==> src/rtl/alu_seq_if.sv <==
`default_nettype none
// alu_seq_if: operand/op request and result/flag response bundle for alu_seq.
interface alu_seq_if #(
  parameter int WIDTH = 32
);
  logic             in_valid;
  logic             in_ready;
  logic [WIDTH-1:0] a;
  logic [WIDTH-1:0] b;
  logic [2:0]       alu_op;
  logic             out_valid;
  logic             out_ready;
  logic [WIDTH-1:0] result;
  logic [WIDTH-1:0] result_hi;
  logic             carry_out;
  logic             overflow;
  logic             zero;
  logic             equal;
  logic             illegal_op;

  modport master (
    output in_valid, a, b, alu_op, out_ready,
    input  in_ready, out_valid, result, result_hi,
    input  carry_out, overflow, zero, equal, illegal_op
  );

  modport slave (
    input  in_valid, a, b, alu_op, out_ready,
    output in_ready, out_valid, result, result_hi,
    output carry_out, overflow, zero, equal, illegal_op
  );
endinterface
`default_nettype wire

==> src/rtl/alu_seq.sv <==
`default_nettype none
// alu_seq: registered multi-cycle ALU with valid/ready handshake and shift-add multiplier.
// Defining ALU_SEQ_DIV_EN builds the iterative unsigned divider for op 101.
module alu_seq #(
  parameter int WIDTH = 32
) (
  input  wire logic clk,
  input  wire logic rst_n,
  alu_seq_if.slave  bus
);

  localparam int CW = $clog2(WIDTH);

  localparam logic [2:0] OP_AND = 3'b000;
  localparam logic [2:0] OP_OR  = 3'b001;
  localparam logic [2:0] OP_ADD = 3'b010;
  localparam logic [2:0] OP_MUL = 3'b011;
  localparam logic [2:0] OP_NOR = 3'b100;
`ifdef ALU_SEQ_DIV_EN
  localparam logic [2:0] OP_DIV = 3'b101;
`endif
  localparam logic [2:0] OP_SUB = 3'b110;
  localparam logic [2:0] OP_SLT = 3'b111;

  typedef enum logic [1:0] {
    S_IDLE = 2'd0,
    S_MUL  = 2'd1,
    S_DIV  = 2'd2,
    S_DONE = 2'd3
  } state_t;

  state_t state;
  state_t state_nx;

  logic             accept;
  logic             op_is_mul;
  logic             op_is_div;
  logic             op_iter;
  logic             last_iter;

  // Iteration registers shared by multiplier and divider:
  // hi = partial product / remainder, lo = multiplier / quotient, opnd = multiplicand / divisor.
  logic [WIDTH-1:0] hi;
  logic [WIDTH-1:0] lo;
  logic [WIDTH-1:0] opnd;
  logic [CW-1:0]    count;
  logic             equal_lat;

  logic [WIDTH-1:0] result_q;
  logic [WIDTH-1:0] result_hi_q;
  logic             carry_q;
  logic             overflow_q;
  logic             zero_q;
  logic             equal_q;
  logic             illegal_q;

  assign accept    = bus.in_valid && (state == S_IDLE);
  assign op_is_mul = (bus.alu_op == OP_MUL);
`ifdef ALU_SEQ_DIV_EN
  assign op_is_div = (bus.alu_op == OP_DIV);
`else
  assign op_is_div = 1'b0;
`endif
  assign op_iter   = op_is_mul || op_is_div;
  assign last_iter = (count == CW'(WIDTH - 1));

  logic [WIDTH:0]   add_full;
  logic [WIDTH:0]   sub_full;
  logic             add_ovf;
  logic             sub_ovf;
  logic [WIDTH-1:0] sc_result;
  logic             sc_carry;
  logic             sc_ovf;
  logic             sc_illegal;

  assign add_full = {1'b0, bus.a} + {1'b0, bus.b};
  assign sub_full = {1'b0, bus.a} + {1'b0, ~bus.b} + {{WIDTH{1'b0}}, 1'b1};
  assign add_ovf  = (bus.a[WIDTH-1] == bus.b[WIDTH-1]) && (add_full[WIDTH-1] != bus.a[WIDTH-1]);
  assign sub_ovf  = (bus.a[WIDTH-1] != bus.b[WIDTH-1]) && (sub_full[WIDTH-1] != bus.a[WIDTH-1]);

  always_comb begin
    sc_result  = '0;
    sc_carry   = 1'b0;
    sc_ovf     = 1'b0;
    sc_illegal = 1'b0;
    case (bus.alu_op)
      OP_AND: sc_result = bus.a & bus.b;
      OP_OR:  sc_result = bus.a | bus.b;
      OP_NOR: sc_result = ~(bus.a | bus.b);
      OP_ADD: begin
        sc_result = add_full[WIDTH-1:0];
        sc_carry  = add_full[WIDTH];
        sc_ovf    = add_ovf;
      end
      OP_SUB: begin
        sc_result = sub_full[WIDTH-1:0];
        sc_carry  = sub_full[WIDTH];
        sc_ovf    = sub_ovf;
      end
      OP_SLT: begin
        // Signed less-than: sign of a-b, corrected when the subtract overflowed.
        sc_result = {{(WIDTH-1){1'b0}}, sub_full[WIDTH-1] ^ sub_ovf};
        sc_carry  = sub_full[WIDTH];
      end
      OP_MUL: sc_result = '0;
      default: sc_illegal = 1'b1;
    endcase
  end

  logic [WIDTH:0]   mul_sum;
  logic [WIDTH-1:0] mul_hi_nx;
  logic [WIDTH-1:0] mul_lo_nx;

  assign mul_sum   = {1'b0, hi} + (lo[0] ? {1'b0, opnd} : {(WIDTH+1){1'b0}});
  assign mul_hi_nx = mul_sum[WIDTH:1];
  assign mul_lo_nx = {mul_sum[0], lo[WIDTH-1:1]};

`ifdef ALU_SEQ_DIV_EN
  logic [WIDTH:0]   div_shift;
  logic [WIDTH-1:0] div_diff;
  logic [WIDTH-1:0] div_hi_nx;
  logic [WIDTH-1:0] div_lo_nx;
  logic             div_ge;

  // Restoring step; a zero divisor always subtracts, which yields all-ones and remainder a.
  assign div_shift = {hi, lo[WIDTH-1]};
  assign div_ge    = (div_shift >= {1'b0, opnd});
  assign div_diff  = div_shift[WIDTH-1:0] - opnd;
  assign div_hi_nx = div_ge ? div_diff : div_shift[WIDTH-1:0];
  assign div_lo_nx = {lo[WIDTH-2:0], div_ge};
`endif

  always_ff @(posedge clk or negedge rst_n) begin
    if (!rst_n) begin
      state <= S_IDLE;
    end else begin
      state <= state_nx;
    end
  end

  always_comb begin
    state_nx = state;
    case (state)
      S_IDLE: begin
        if (accept) begin
          if (op_is_mul) begin
            state_nx = S_MUL;
          end else if (op_is_div) begin
            state_nx = S_DIV;
          end else begin
            state_nx = S_DONE;
          end
        end
      end
      S_MUL, S_DIV: begin
        if (last_iter) begin
          state_nx = S_DONE;
        end
      end
      S_DONE: begin
        if (bus.out_ready) begin
          state_nx = S_IDLE;
        end
      end
      default: state_nx = S_IDLE;
    endcase
  end

  always_ff @(posedge clk or negedge rst_n) begin
    if (!rst_n) begin
      hi          <= '0;
      lo          <= '0;
      opnd        <= '0;
      count       <= '0;
      equal_lat   <= 1'b0;
      result_q    <= '0;
      result_hi_q <= '0;
      carry_q     <= 1'b0;
      overflow_q  <= 1'b0;
      zero_q      <= 1'b0;
      equal_q     <= 1'b0;
      illegal_q   <= 1'b0;
    end else begin
      case (state)
        S_IDLE: begin
          if (accept) begin
            equal_lat <= (bus.a == bus.b);
            if (op_iter) begin
              hi    <= '0;
              count <= '0;
              lo    <= op_is_mul ? bus.b : bus.a;
              opnd  <= op_is_mul ? bus.a : bus.b;
            end else begin
              result_q    <= sc_result;
              result_hi_q <= '0;
              carry_q     <= sc_carry;
              overflow_q  <= sc_ovf;
              zero_q      <= (sc_result == '0);
              equal_q     <= (bus.a == bus.b);
              illegal_q   <= sc_illegal;
            end
          end
        end
        S_MUL: begin
          hi    <= mul_hi_nx;
          lo    <= mul_lo_nx;
          count <= count + CW'(1);
          if (last_iter) begin
            result_q    <= mul_lo_nx;
            result_hi_q <= mul_hi_nx;
            carry_q     <= 1'b0;
            overflow_q  <= 1'b0;
            zero_q      <= (mul_lo_nx == '0);
            equal_q     <= equal_lat;
            illegal_q   <= 1'b0;
          end
        end
`ifdef ALU_SEQ_DIV_EN
        S_DIV: begin
          hi    <= div_hi_nx;
          lo    <= div_lo_nx;
          count <= count + CW'(1);
          if (last_iter) begin
            result_q    <= div_lo_nx;
            result_hi_q <= div_hi_nx;
            carry_q     <= 1'b0;
            overflow_q  <= 1'b0;
            zero_q      <= (div_lo_nx == '0);
            equal_q     <= equal_lat;
            illegal_q   <= 1'b0;
          end
        end
`endif
        default: begin
        end
      endcase
    end
  end

  assign bus.in_ready   = (state == S_IDLE);
  assign bus.out_valid  = (state == S_DONE);
  assign bus.result     = result_q;
  assign bus.result_hi  = result_hi_q;
  assign bus.carry_out  = carry_q;
  assign bus.overflow   = overflow_q;
  assign bus.zero       = zero_q;
  assign bus.equal      = equal_q;
  assign bus.illegal_op = illegal_q;

endmodule
`default_nettype wire

==> src/flat_wrapper.sv <==
// flat-port wrapper written by rule: the top's interface ports become plain ports
module alu_seq_flat 
#(
  parameter int WIDTH = 32
)
  (clk, rst_n, bus_in_valid, bus_a, bus_b, bus_alu_op, bus_out_ready, bus_in_ready, bus_out_valid, bus_result, bus_result_hi, bus_carry_out, bus_overflow, bus_zero, bus_equal, bus_illegal_op);
  alu_seq_if #(.WIDTH(WIDTH)) bus_i ();
  input  wire logic clk;
  input  wire logic rst_n;
  input wire logic [$bits(bus_i.in_valid)-1:0] bus_in_valid;
  input wire logic [$bits(bus_i.a)-1:0] bus_a;
  input wire logic [$bits(bus_i.b)-1:0] bus_b;
  input wire logic [$bits(bus_i.alu_op)-1:0] bus_alu_op;
  input wire logic [$bits(bus_i.out_ready)-1:0] bus_out_ready;
  output wire logic [$bits(bus_i.in_ready)-1:0] bus_in_ready;
  output wire logic [$bits(bus_i.out_valid)-1:0] bus_out_valid;
  output wire logic [$bits(bus_i.result)-1:0] bus_result;
  output wire logic [$bits(bus_i.result_hi)-1:0] bus_result_hi;
  output wire logic [$bits(bus_i.carry_out)-1:0] bus_carry_out;
  output wire logic [$bits(bus_i.overflow)-1:0] bus_overflow;
  output wire logic [$bits(bus_i.zero)-1:0] bus_zero;
  output wire logic [$bits(bus_i.equal)-1:0] bus_equal;
  output wire logic [$bits(bus_i.illegal_op)-1:0] bus_illegal_op;
  assign bus_i.in_valid = bus_in_valid;
  assign bus_i.a = bus_a;
  assign bus_i.b = bus_b;
  assign bus_i.alu_op = bus_alu_op;
  assign bus_i.out_ready = bus_out_ready;
  assign bus_in_ready = bus_i.in_ready;
  assign bus_out_valid = bus_i.out_valid;
  assign bus_result = bus_i.result;
  assign bus_result_hi = bus_i.result_hi;
  assign bus_carry_out = bus_i.carry_out;
  assign bus_overflow = bus_i.overflow;
  assign bus_zero = bus_i.zero;
  assign bus_equal = bus_i.equal;
  assign bus_illegal_op = bus_i.illegal_op;
  alu_seq #(.WIDTH(WIDTH)) u_core (.clk(clk), .rst_n(rst_n), .bus(bus_i));
endmodule
==> config.mk <==
export PLATFORM = sky130hd
export DESIGN_NAME = alu_seq_flat
export DESIGN_NICKNAME = d
export VERILOG_FILES = /design/src/rtl/alu_seq_if.sv /design/src/rtl/alu_seq.sv /design/src/flat_wrapper.sv
export SDC_FILE = /design/constraint.sdc
export NUM_CORES = 1
export LEC_CHECK = 0
export CORE_MARGIN = 4
export CORE_UTILIZATION = 64
export CTS_CLUSTER_SIZE = 30
export DETAILED_ROUTE_END_ITERATION = 16
export GPL_ROUTABILITY_DRIVEN = 0
export PLACE_DENSITY = 0.88
export RECOVER_POWER = 25
export SLEW_MARGIN = 0
export SYNTH_ARGS = -nofsm -noshare
export SYNTH_HDL_FRONTEND = slang
export SYNTH_SLANG_ARGS = --single-unit
==> constraint.sdc <==
create_clock -name clk -period 9.9 [get_ports clk]
set_input_delay 1.485 -clock clk [delete_from_list [all_inputs] [get_ports clk]]
set_output_delay 1.485 -clock clk [all_outputs]
set_load 0.02 [all_outputs]
# Word level (Yosys, flattened, before mapping)
# Index checks and enable logic that the tools add are counted.
dict set report op_classes {
  reduce_logical 16
  n_eq_ne 21
  n_mux 45
  addsub 5
  bitwise_logic 5
}
# cell n
set ops {}
lappend ops {{32-bit two-way mux} 11}
lappend ops {{32-bit case mux with 2 select lines} 4}
lappend ops {{32-bit case mux with 6 select lines} 1}
lappend ops {{32-bit by 32-bit adder with 33-bit output} 2}
lappend ops {{32-bit logical NOT} 2}
lappend ops {{32-bit NOT} 2}
lappend ops {{32-bit by 33-bit adder with 33-bit output} 1}
lappend ops {{33-bit by 1-bit adder with 33-bit output, second input constant} 1}
lappend ops {{32-bit AND} 1}
lappend ops {{32-bit equality test} 1}
lappend ops {{32-bit bitwise OR} 1}
lappend ops {{1-bit two-way mux} 14}
lappend ops {{1-bit case mux with 2 select lines} 7}
lappend ops {{5-bit two-way mux} 2}
lappend ops {{5-bit case mux with 2 select lines} 1}
lappend ops {{3-bit equality test, second input constant} 3}
lappend ops {{3-bit AND reduction} 3}
lappend ops {{2-bit two-way mux} 4}
lappend ops {{2-bit by 1-bit != test with 1-bit output, second input constant} 4}
lappend ops {{3-bit by 2-bit equality test with 1-bit output, second input constant} 2}
lappend ops {{2-bit case mux with 3 select lines} 1}
lappend ops {{6-bit OR reduction} 1}
lappend ops {{5-bit by 1-bit adder with 5-bit output, second input constant} 1}
lappend ops {{5-bit equality test, second input constant} 1}
lappend ops {{14 further kinds} 21}
dict set report word_totals {
  input_bits 71
  output_inout_bits 71
  reg_bits 173
  word_cells 105
}

# Depth between registers and ports, before layout
# Gate-level depths: netlist of run 1.
dict set report logic_depth {
  word_depth 11
  ltp_mapped 25
  ltp_nobuf 24
}

# Worst setup path before layout of run 1
# Ideal clock, no wire load.
dict set report synth_timing {
  kind {input port to flip-flop}
  from {in bus_b[6]}
  to {reg u_core.zero_q (netlist: u_core.bus.zero)}
  t_required_ns 9.833
  path_buffers 1
  stages 23
  t_arrival_ns 5.078
  setup_ns 0.067
  path_slack_ns 4.755
  path_cell_list {inv_1 -> ha_1 -> buf_6 -> nor4_4 -> a21boi_2 -> o22ai_1 -> o31a_1 -> nand2_1 -> a21oi_1 -> nor2_1 -> nor2_1 -> o21bai_1 -> fa_1 -> o21ai_0 -> a211oi_1 -> o211ai_1 -> nor4b_1 -> and4_1 -> nand4_1 -> nor3_1 -> nand4_1 -> nor4_1 -> a41o_1}
}
dict set report synth_between {
  elab_chain_cells 11
  elab_cells_between_ends 15
  classes_between {add/sub: 3; eq/ne: 1; mux: 4; bitwise: 5; reduce/logical: 2}
}
# item line_no
set synth_lines {}
lappend synth_lines {{start: declaration} flat_wrapper.sv:12} ;# input wire logic [$bits(bus_i.b)-1:0] bus_b;
lappend synth_lines {{32-bit NOT} alu_seq.sv:77} ;# assign sub_full = {1'b0, bus.a} + {1'b0, ~bus.b} + {{WIDTH{1'b0}}, 1'b1};
lappend synth_lines {{32-bit by 32-bit adder with 33-bit output} alu_seq.sv:77}
lappend synth_lines {{33-bit by 1-bit adder with 33-bit output} alu_seq.sv:77}
lappend synth_lines {{1-bit != test} alu_seq.sv:79} ;# assign sub_ovf = (bus.a[WIDTH-1] != bus.b[WIDTH-1]) && (sub_full[WIDTH-1] != bus.a[WIDTH-1]);
lappend synth_lines {{1-bit logical AND} alu_seq.sv:79}
lappend synth_lines {{1-bit XOR} alu_seq.sv:102} ;# sc_result = {{(WIDTH-1){1'b0}}, sub_full[WIDTH-1] ^ sub_ovf};
lappend synth_lines {{32-bit case mux with 6 select lines (*)} alu_seq.sv:86} ;# case (bus.alu_op)
lappend synth_lines {{32-bit logical NOT (*)} alu_seq.sv:198} ;# zero_q <= (sc_result == '0);
lappend synth_lines {{1-bit two-way mux (*)} alu_seq.sv:188} ;# if (op_iter) begin
lappend synth_lines {{1-bit two-way mux (*)} alu_seq.sv:186} ;# if (accept) begin
lappend synth_lines {{1-bit case mux with 2 select lines (*)} alu_seq.sv:184} ;# case (state)
lappend synth_lines {{end signal: assignment} alu_seq.sv:198}
lappend synth_lines {{end signal: assignment} alu_seq.sv:213} ;# zero_q <= (mul_lo_nx == '0);
lappend synth_lines {{end: declaration} alu_seq.sv:53} ;# logic zero_q;
# Mark *: on every way between the ends. The rest lies on a longest branch, timed or not. The select of a mux whose other input is x is not followed.
# A chain may end at the register's enable or synchronous reset.

# Worst setup path in the final report of run 1
dict set report layout_timing {
  from {in bus_b[11]}
  to {reg u_core.zero_q (netlist: u_core.bus.zero)}
}
# Same word-level chain as after synthesis.

==> impl_metrics.json, run 1 <==
{
  "criticalPathCategory": "in2reg",
  "netlist_instances": 1754,
  "violations": "max-capacitance violations, max-slew violations",
  "min_delay_path_depth": 2,
  "firstDrtPassIters": 8,
  "cts_root_buf": "sky130_fd_sc_hd__clkbuf_16",
  "hold_ws_ps": 473,
  "post-dp-hpwl_um": 32300,
  "post_cts_buffers": 0,
  "worst_slew_margin_rel_pct": -256,
  "num_vias": 14564,
  "first_global_vias": 13501,
  "slew_viol_final": 100,
  "syn_to_final_growth_pct": 14.6,
  "grt_antenna_before_repair": 1,
  "grt_start_max_net_pins": 100,
  "clock_sink_count": 173,
  "grt_residual_overflow": 0,
  "required_ps": 10280,
  "dominantRegCellSynth": "sky130_fd_sc_hd__dfrtp_1",
  "longest_clk_path_bufs": 2,
  "grt_pass1_wl_um": 72100,
  "synthDominantCellAreaShare_pct": 30.2,
  "number_of_buffers_added_by_the_clock_tree_synthesis_step": 17,
  "final_util_pct": 74.9,
  "hold_class": "reg2reg",
  "layout_min_cycle_time_ps": 6070,
  "worst-path-max-fanout": 12,
  "period_share_pct": 61.3,
  "groute.usage.overall_pct": 36.5,
  "route.detailed.wl_per_inst_um": 21.8,
  "fp.coreArea_mm2": 0.0219,
  "setup_tns_ps": 0,
  "share_of_layout_cells_above_drive_strength_1_pct": 6.59,
  "cts_hold_buffers": 0,
  "ys_seq_area_share_pct": 30.2,
  "avgViaCountPerCell": 6.88,
  "post_synth_instance_area_mm2": 0.0143,
  "clock_h_tree_levels": 4,
  "die_height_um": 158,
  "setup_viol": 0,
  "outcome": "finished with violations",
  "initial_util_pct": 65.4,
  "residual_drc": 0,
  "max-vdd-ir-drop_uv": 175,
  "crit_path_end_kind": "flop",
  "ioPinCount": 142,
  "maxCapViolations": 1,
  "ctsResizeCount": 0,
  "worst_r2r_path_depth": 15,
  "grt_setup_unrepaired": "no",
  "post_synthesis_async_set_or_reset_flop_share_pct": 100,
  "synth_warnings": 0,
  "final_cell_mix": "244 x sky130_fd_sc_hd__nand2_1, 173 x sky130_fd_sc_hd__dfrtp_1, 142 x sky130_fd_sc_hd__ha_1",
  "yosys.area.top_type": "sky130_fd_sc_hd__dfrtp_1",
  "synth_seq_cells": 173,
  "cts_tree": "done",
  "postSynthNetCount": 1972,
  "cellPowerDensity_mw_per_mm2": 233,
  "syn-mean-instance-area_um2": 8.16,
  "power.leakage_nw": 7.49,
  "edff_count_synth": 0,
  "finalHoldViolCount": 0,
  "finClkSkew_ps": 11.8,
  "synthTopCellsByArea": "sky130_fd_sc_hd__dfrtp_1 30%, sky130_fd_sc_hd__ha_1 12%, sky130_fd_sc_hd__nand2_1 6.4%",
  "overall_die_area_mm2": 0.0248,
  "clock_insertion_delay_worst_skew_ps": 440,
  "worst-slew-pin-transition_ps": 5340,
  "cp-start-kind": "input pin",
  "route.final.wire_length_um": 46100,
  "yosysUniqueCellTypes": 87,
  "cts.clk_slew.worst_paths_ps": 70,
  "antenna_left": 0,
  "dieWidth_um": 158,
  "cp.arrival_ps": 6440,
  "placement.io_buffers": 141,
  "rows": 54,
  "violation_count_after_the_first_detailed_routing_iteration": 2542,
  "max_clock_freq_mhz": 165,
  "most_common_cell_after_layout_fill_and_taps_aside": "sky130_fd_sc_hd__nand2_1",
  "final_net_count": 2042
}
sequential cells by signal, summed over array words and instances, names as in the netlist, 2 cells and up:
register and cells:
u_core.bus.result_hi 32, u_core.opnd 32, u_core.lo 32, u_core.bus.result 32
u_core.state 2, u_core.hi 32, u_core.count 5
layer usage:
layer  wire (um)  up-vias  global-route usage, %  part of all wire, %
met5           0        -                      0                    0
met4        2600        0                   17.5                  5.6
met3        6160      254                   8.97                   13
met2       19400     1120                   53.7                   42
met1       17900     6729                   50.8                   39
li1            -     6461                      -                    -
worst paths after layout:
check / end / slack (ps) / startpoint
worst min-delay path: u_core.opnd[28] / 470 / u_core.opnd[28]
max in group asynchronous: u_core.bus.result[26] / 3840 / rst_n
min in group asynchronous: u_core.bus.result_hi[1] / 2990 / rst_n
worst max register to register: u_core.bus.result_hi[31] / 5480 / u_core.lo[0]
worst max-delay path: u_core.bus.zero / 3830 / bus_b[11]
worst min register to register: u_core.opnd[28] / 470 / u_core.opnd[28]
cell families (layout without fill, tap and decap cells):
family,Yosys count,in the layout,synth area share [%]
xor+xnor,51,51,3.12
simple gates,582,582,18.7
fa+ha+maj,147,147,13.1
mux,15,15,1.09
flops,173,173,30.2
buf+inv,214,296,5.84
other cells,0,2,0
compound gates,572,572,28.0
cell usage after synthesis, drive strengths merged, types with 5 or more instances:
| master | number |
|---|---|
| clkbuf | 76 |
| o22ai | 7 |
| nand4 | 10 |
| xnor2 | 37 |
| a21oi | 120 |
| and3 | 15 |
| buf | 29 |
| a21boi | 7 |
| or3 | 11 |
| o21ai | 145 |
| nor4 | 20 |
| a31oi | 18 |
| o211ai | 64 |
| mux2i | 10 |
| o311ai | 5 |
| a21o | 32 |
| a211oi | 17 |
| xor2 | 14 |
| inv | 108 |
| ha | 143 |
| nand3 | 57 |
| o31a | 5 |
| o31ai | 14 |
| o221ai | 13 |
| a2111oi | 20 |
| mux2 | 5 |
| and2 | 37 |
| o21bai | 18 |
| nand2 | 244 |
| nand2b | 11 |
| nor2 | 125 |
| nor3 | 26 |
| a22o | 12 |
| nor2b | 13 |
| dfrtp | 173 |
| o221a | 31 |
cell type report:
cell class,count,area (um^2)
well taps,280,350
fillers,1584,5490
clock buffers,18,439
inverters,109,409
clock inverters,13,176
flip-flops and latches,173,4330
diodes,2,5.00
repair buffers,156,1510
multi-input cells,1367,9180
worst max-delay path, cell delays in order:
cell and delay (ps):
sky130_fd_sc_hd__clkdlybuf4s50_1 510, sky130_fd_sc_hd__inv_1 90, sky130_fd_sc_hd__ha_1 470, sky130_fd_sc_hd__nor2_1 230
sky130_fd_sc_hd__o311ai_0 230, sky130_fd_sc_hd__a31oi_1 210, sky130_fd_sc_hd__o22ai_1 170, sky130_fd_sc_hd__o31a_1 380
sky130_fd_sc_hd__nand2_1 90, sky130_fd_sc_hd__a21oi_1 60, sky130_fd_sc_hd__nor2_1 100, sky130_fd_sc_hd__nor2_1 50
sky130_fd_sc_hd__o21bai_1 150, sky130_fd_sc_hd__fa_1 220, sky130_fd_sc_hd__o21ai_0 130, sky130_fd_sc_hd__a211oi_1 280
sky130_fd_sc_hd__o211ai_1 130, sky130_fd_sc_hd__nor4b_1 280, sky130_fd_sc_hd__and4_1 230, sky130_fd_sc_hd__nand4_1 120
sky130_fd_sc_hd__nor3_1 160, sky130_fd_sc_hd__nand4_1 120, sky130_fd_sc_hd__nor4_1 330, sky130_fd_sc_hd__a41o_1 210
per-stage QoR:
stage          power [mW]  worst slack, ps  cell area, um^2  cells
2_1_floorplan        2.36             4760            14300   1754
3_3_place_gp         2.96             3750            15800   2085
3_5_place_dp         3.03             3580            15800   2085
4_1_cts              3.76             4010            16400   2116
5_1_grt              4.01             2800            16400   2116
6_report             3.82             3830            16400   2118
power by group:
part           switching, mW  internal [mW]
Clock                  0.315          0.409
Sequential             0.267          0.963
Combinational           1.14          0.720
Total                   1.72           2.09
(Power assumes the default switching activity.)
==> run 2: changes to the inputs <==
--- a/config.mk
+++ b/config.mk
@@ -6,11 +6,11 @@
 export NUM_CORES = 1
 export LEC_CHECK = 0
 export CORE_MARGIN = 4
-export CORE_UTILIZATION = 64
+export CORE_UTILIZATION = 59
 export CTS_CLUSTER_SIZE = 30
 export DETAILED_ROUTE_END_ITERATION = 16
 export GPL_ROUTABILITY_DRIVEN = 0
-export PLACE_DENSITY = 0.88
+export PLACE_DENSITY = 0.82
 export RECOVER_POWER = 25
 export SLEW_MARGIN = 0
 export SYNTH_ARGS = -nofsm -noshare
==> constraint.sdc (replaced) <==
create_clock -name clk -period 6.23 [get_ports clk]
set_input_delay 0.9345 -clock clk [delete_from_list [all_inputs] [get_ports clk]]
set_output_delay 0.9345 -clock clk [all_outputs]
set_load 0.02 [all_outputs]
==> run 2 against run 1 <==
Compared with the run above:
- the flow still finishes with violations (max-capacitance violations, max-slew violations)
- total power grew 59%
- sequential power is 59% higher
- global-route usage fell by 2.5 points
- combinational power is 59% higher
- flip-flop and latch count unchanged
- non-clock buffer count up 10
- final cell count up 2.3%
- die area is 8.0% higher
- largest cell class unchanged
- final area rose by 0.63%
- utilization is 5.2 points lower
- critical path depth unchanged
==> impl_metrics.json, run 2 (same netlist as run 1, synthesis figures left out) <==
{
  "cp.arrival_ps": 5800,
  "layout.filler_cells": 1956,
  "worst-path-max-fanout": 4,
  "timing.hold.worst.start": "u_core.bus.equal",
  "min_delay_path_depth": 2,
  "dieWidth_um": 164,
  "violations": "max-capacitance violations, max-slew violations",
  "max_clock_freq_mhz": 184,
  "slew_viol_final": 120,
  "ff2ff_setup_slack_ps": 1720,
  "finish.cell_count_without_fillers": 2166,
  "rows": 56,
  "cp-start-kind": "input pin",
  "ioPinCount": 142,
  "grt_start_max_net_pins": 77,
  "grt_antenna_before_repair": 2,
  "fp.coreArea_mm2": 0.0237,
  "cts.clk_slew.worst_paths_ps": 70,
  "finalHoldViolCount": 0,
  "rr_endpoint": "u_core.bus.result_hi[31]",
  "num_vias": 14359,
  "met3_usage_pct": 8.26,
  "share_of_layout_cells_above_drive_strength_1_pct": 7.09,
  "criticalPathCategory": "in2reg",
  "period_share_pct": 87.0,
  "finClkSkew_ps": 14.1,
  "cts_tree": "done",
  "post_cts_buffers": 0,
  "antennaDiodeCount": 0,
  "worst-slew-pin-transition_ps": 2360,
  "outcome": "finished with violations",
  "clock_insertion_delay_worst_skew_ps": 450,
  "route.final.wire_length_um": 46400,
  "number_of_buffers_added_by_the_clock_tree_synthesis_step": 17,
  "grt_setup_unrepaired": "no",
  "timing.rr.start": "u_core.lo[0]",
  "die_height_um": 164,
  "max-vdd-ir-drop_uv": 224,
  "most_common_cell_after_layout_fill_and_taps_aside": "sky130_fd_sc_hd__nand2_1",
  "final_net_count": 2052,
  "antenna_left": 0,
  "final_cell_mix": "244 x sky130_fd_sc_hd__nand2_1, 173 x sky130_fd_sc_hd__dfrtp_1, 142 x sky130_fd_sc_hd__ha_1",
  "dpl.cell_count": 2134,
  "post-dp-hpwl_um": 34100,
  "residual_drc": 0,
  "placement.io_buffers": 141,
  "grt_pass1_wl_um": 72500,
  "initial_util_pct": 60.5,
  "longest_clk_path_bufs": 2,
  "avgViaCountPerCell": 6.63,
  "worst_slew_margin_rel_pct": -57.2,
  "setup_tns_ps": 0,
  "cts_hold_buffers": 0,
  "cts_root_buf": "sky130_fd_sc_hd__clkbuf_16",
  "grt_residual_overflow": 0,
  "setup_viol": 0,
  "maxCapViolations": 2,
  "clock_sink_count": 173,
  "groute.usage.overall_pct": 34.0,
  "grt.met2_usage_pct": 51.7,
  "ctsResizeCount": 0,
  "clock_h_tree_levels": 4,
  "hold_class": "reg2reg",
  "route.detailed.wl_per_inst_um": 21.4,
  "grt_util_met1_pct": 45.5,
  "layout_min_cycle_time_ps": 5420,
  "grt.busiest_layer": "met2",
  "violation_count_after_the_first_detailed_routing_iteration": 1958,
  "overall_die_area_mm2": 0.0268,
  "min_to": "u_core.bus.equal",
  "first_global_vias": 13648,
  "power.leakage_nw": 7.50,
  "syn_to_final_growth_pct": 15.3,
  "worst_r2r_path_depth": 15,
  "required_ps": 6610,
  "firstDrtPassIters": 6,
  "cellPowerDensity_mw_per_mm2": 366,
  "crit_path_end_kind": "flop"
}
[run 2: cell type report]
type                            instances  area (um^2)  area share, %
Tap cell                              319          399           2.42
Inverter                              109          409           2.48
Multi-Input combinational cell       1367         9180           55.6
Sequential cell                       173         4330           26.2
Clock buffer                           18          429           2.60
Timing Repair Buffer                  166         1580           9.59
Clock inverter                         14          175           1.06
[run 2: routing by layer]
layer  up-vias  part of all wire, %
met5         -                    0
met4         0                  5.1
met3       192                   12
met2       966                   43
met1      6718                   40
li1       6483                    -
[run 2: per-stage QoR]
stage / worst slack [ps] / power [mW] / instance area (um^2) / hold slack, ps / util [%]
after floorplan: 1640 / 3.74 / 14300 / 442 / -
after global placement: 592 / 4.75 / 15900 / 453 / 67.2
after detailed placement: 496 / 4.85 / 15900 / 464 / 67.2
after CTS: 931 / 5.98 / 16500 / 400 / 69.7
after global routing: 442 / 6.38 / 16500 / 502 / 69.7
final: 809 / 6.05 / 16500 / 479 / 69.7
[run 2: report_power, final]
part           switching [mW]  internal (mW)  total (mW)
sequential              0.426           1.53        1.96
combinational            1.80           1.16        2.96
clock                   0.525          0.610        1.13
[run 2: how the worst max path moves through the flow]
| stage | start | cells after the start | endpoint |
|---|---|---|---|
| after floorplan | bus_b[6] | 23 | u_core.bus.zero |
| after global placement | bus_b[6] | 23 | u_core.bus.zero |
| after detailed placement | bus_b[6] | 23 | u_core.bus.zero |
| after CTS | bus_b[6] | 23 | u_core.bus.zero |
| after global routing | bus_b[1] | 24 | u_core.bus.zero |
| final | bus_b[1] | 24 | u_core.bus.zero |
[run 2: critical path, stage by stage]
cell                              delay, ps
sky130_fd_sc_hd__clkdlybuf4s50_1        540
sky130_fd_sc_hd__inv_1                  130
sky130_fd_sc_hd__ha_1                   360
sky130_fd_sc_hd__o21bai_1               230
sky130_fd_sc_hd__nand3_1                190
sky130_fd_sc_hd__a21boi_2               240
sky130_fd_sc_hd__o22ai_1                200
sky130_fd_sc_hd__o31a_1                 390
sky130_fd_sc_hd__nand2_1                 90
sky130_fd_sc_hd__a21oi_1                 60
sky130_fd_sc_hd__nor2_1                 100
sky130_fd_sc_hd__nor2_1                  50
sky130_fd_sc_hd__o21bai_1               150
sky130_fd_sc_hd__fa_1                   220
sky130_fd_sc_hd__o21ai_0                120
sky130_fd_sc_hd__a211oi_1               260
sky130_fd_sc_hd__o211ai_1               120
sky130_fd_sc_hd__nor4b_1                280
sky130_fd_sc_hd__and4_1                 240
sky130_fd_sc_hd__nand4_1                120
sky130_fd_sc_hd__nor3_1                 150
sky130_fd_sc_hd__nand4_1                130
sky130_fd_sc_hd__nor4_1                 290
sky130_fd_sc_hd__a41o_1                 200
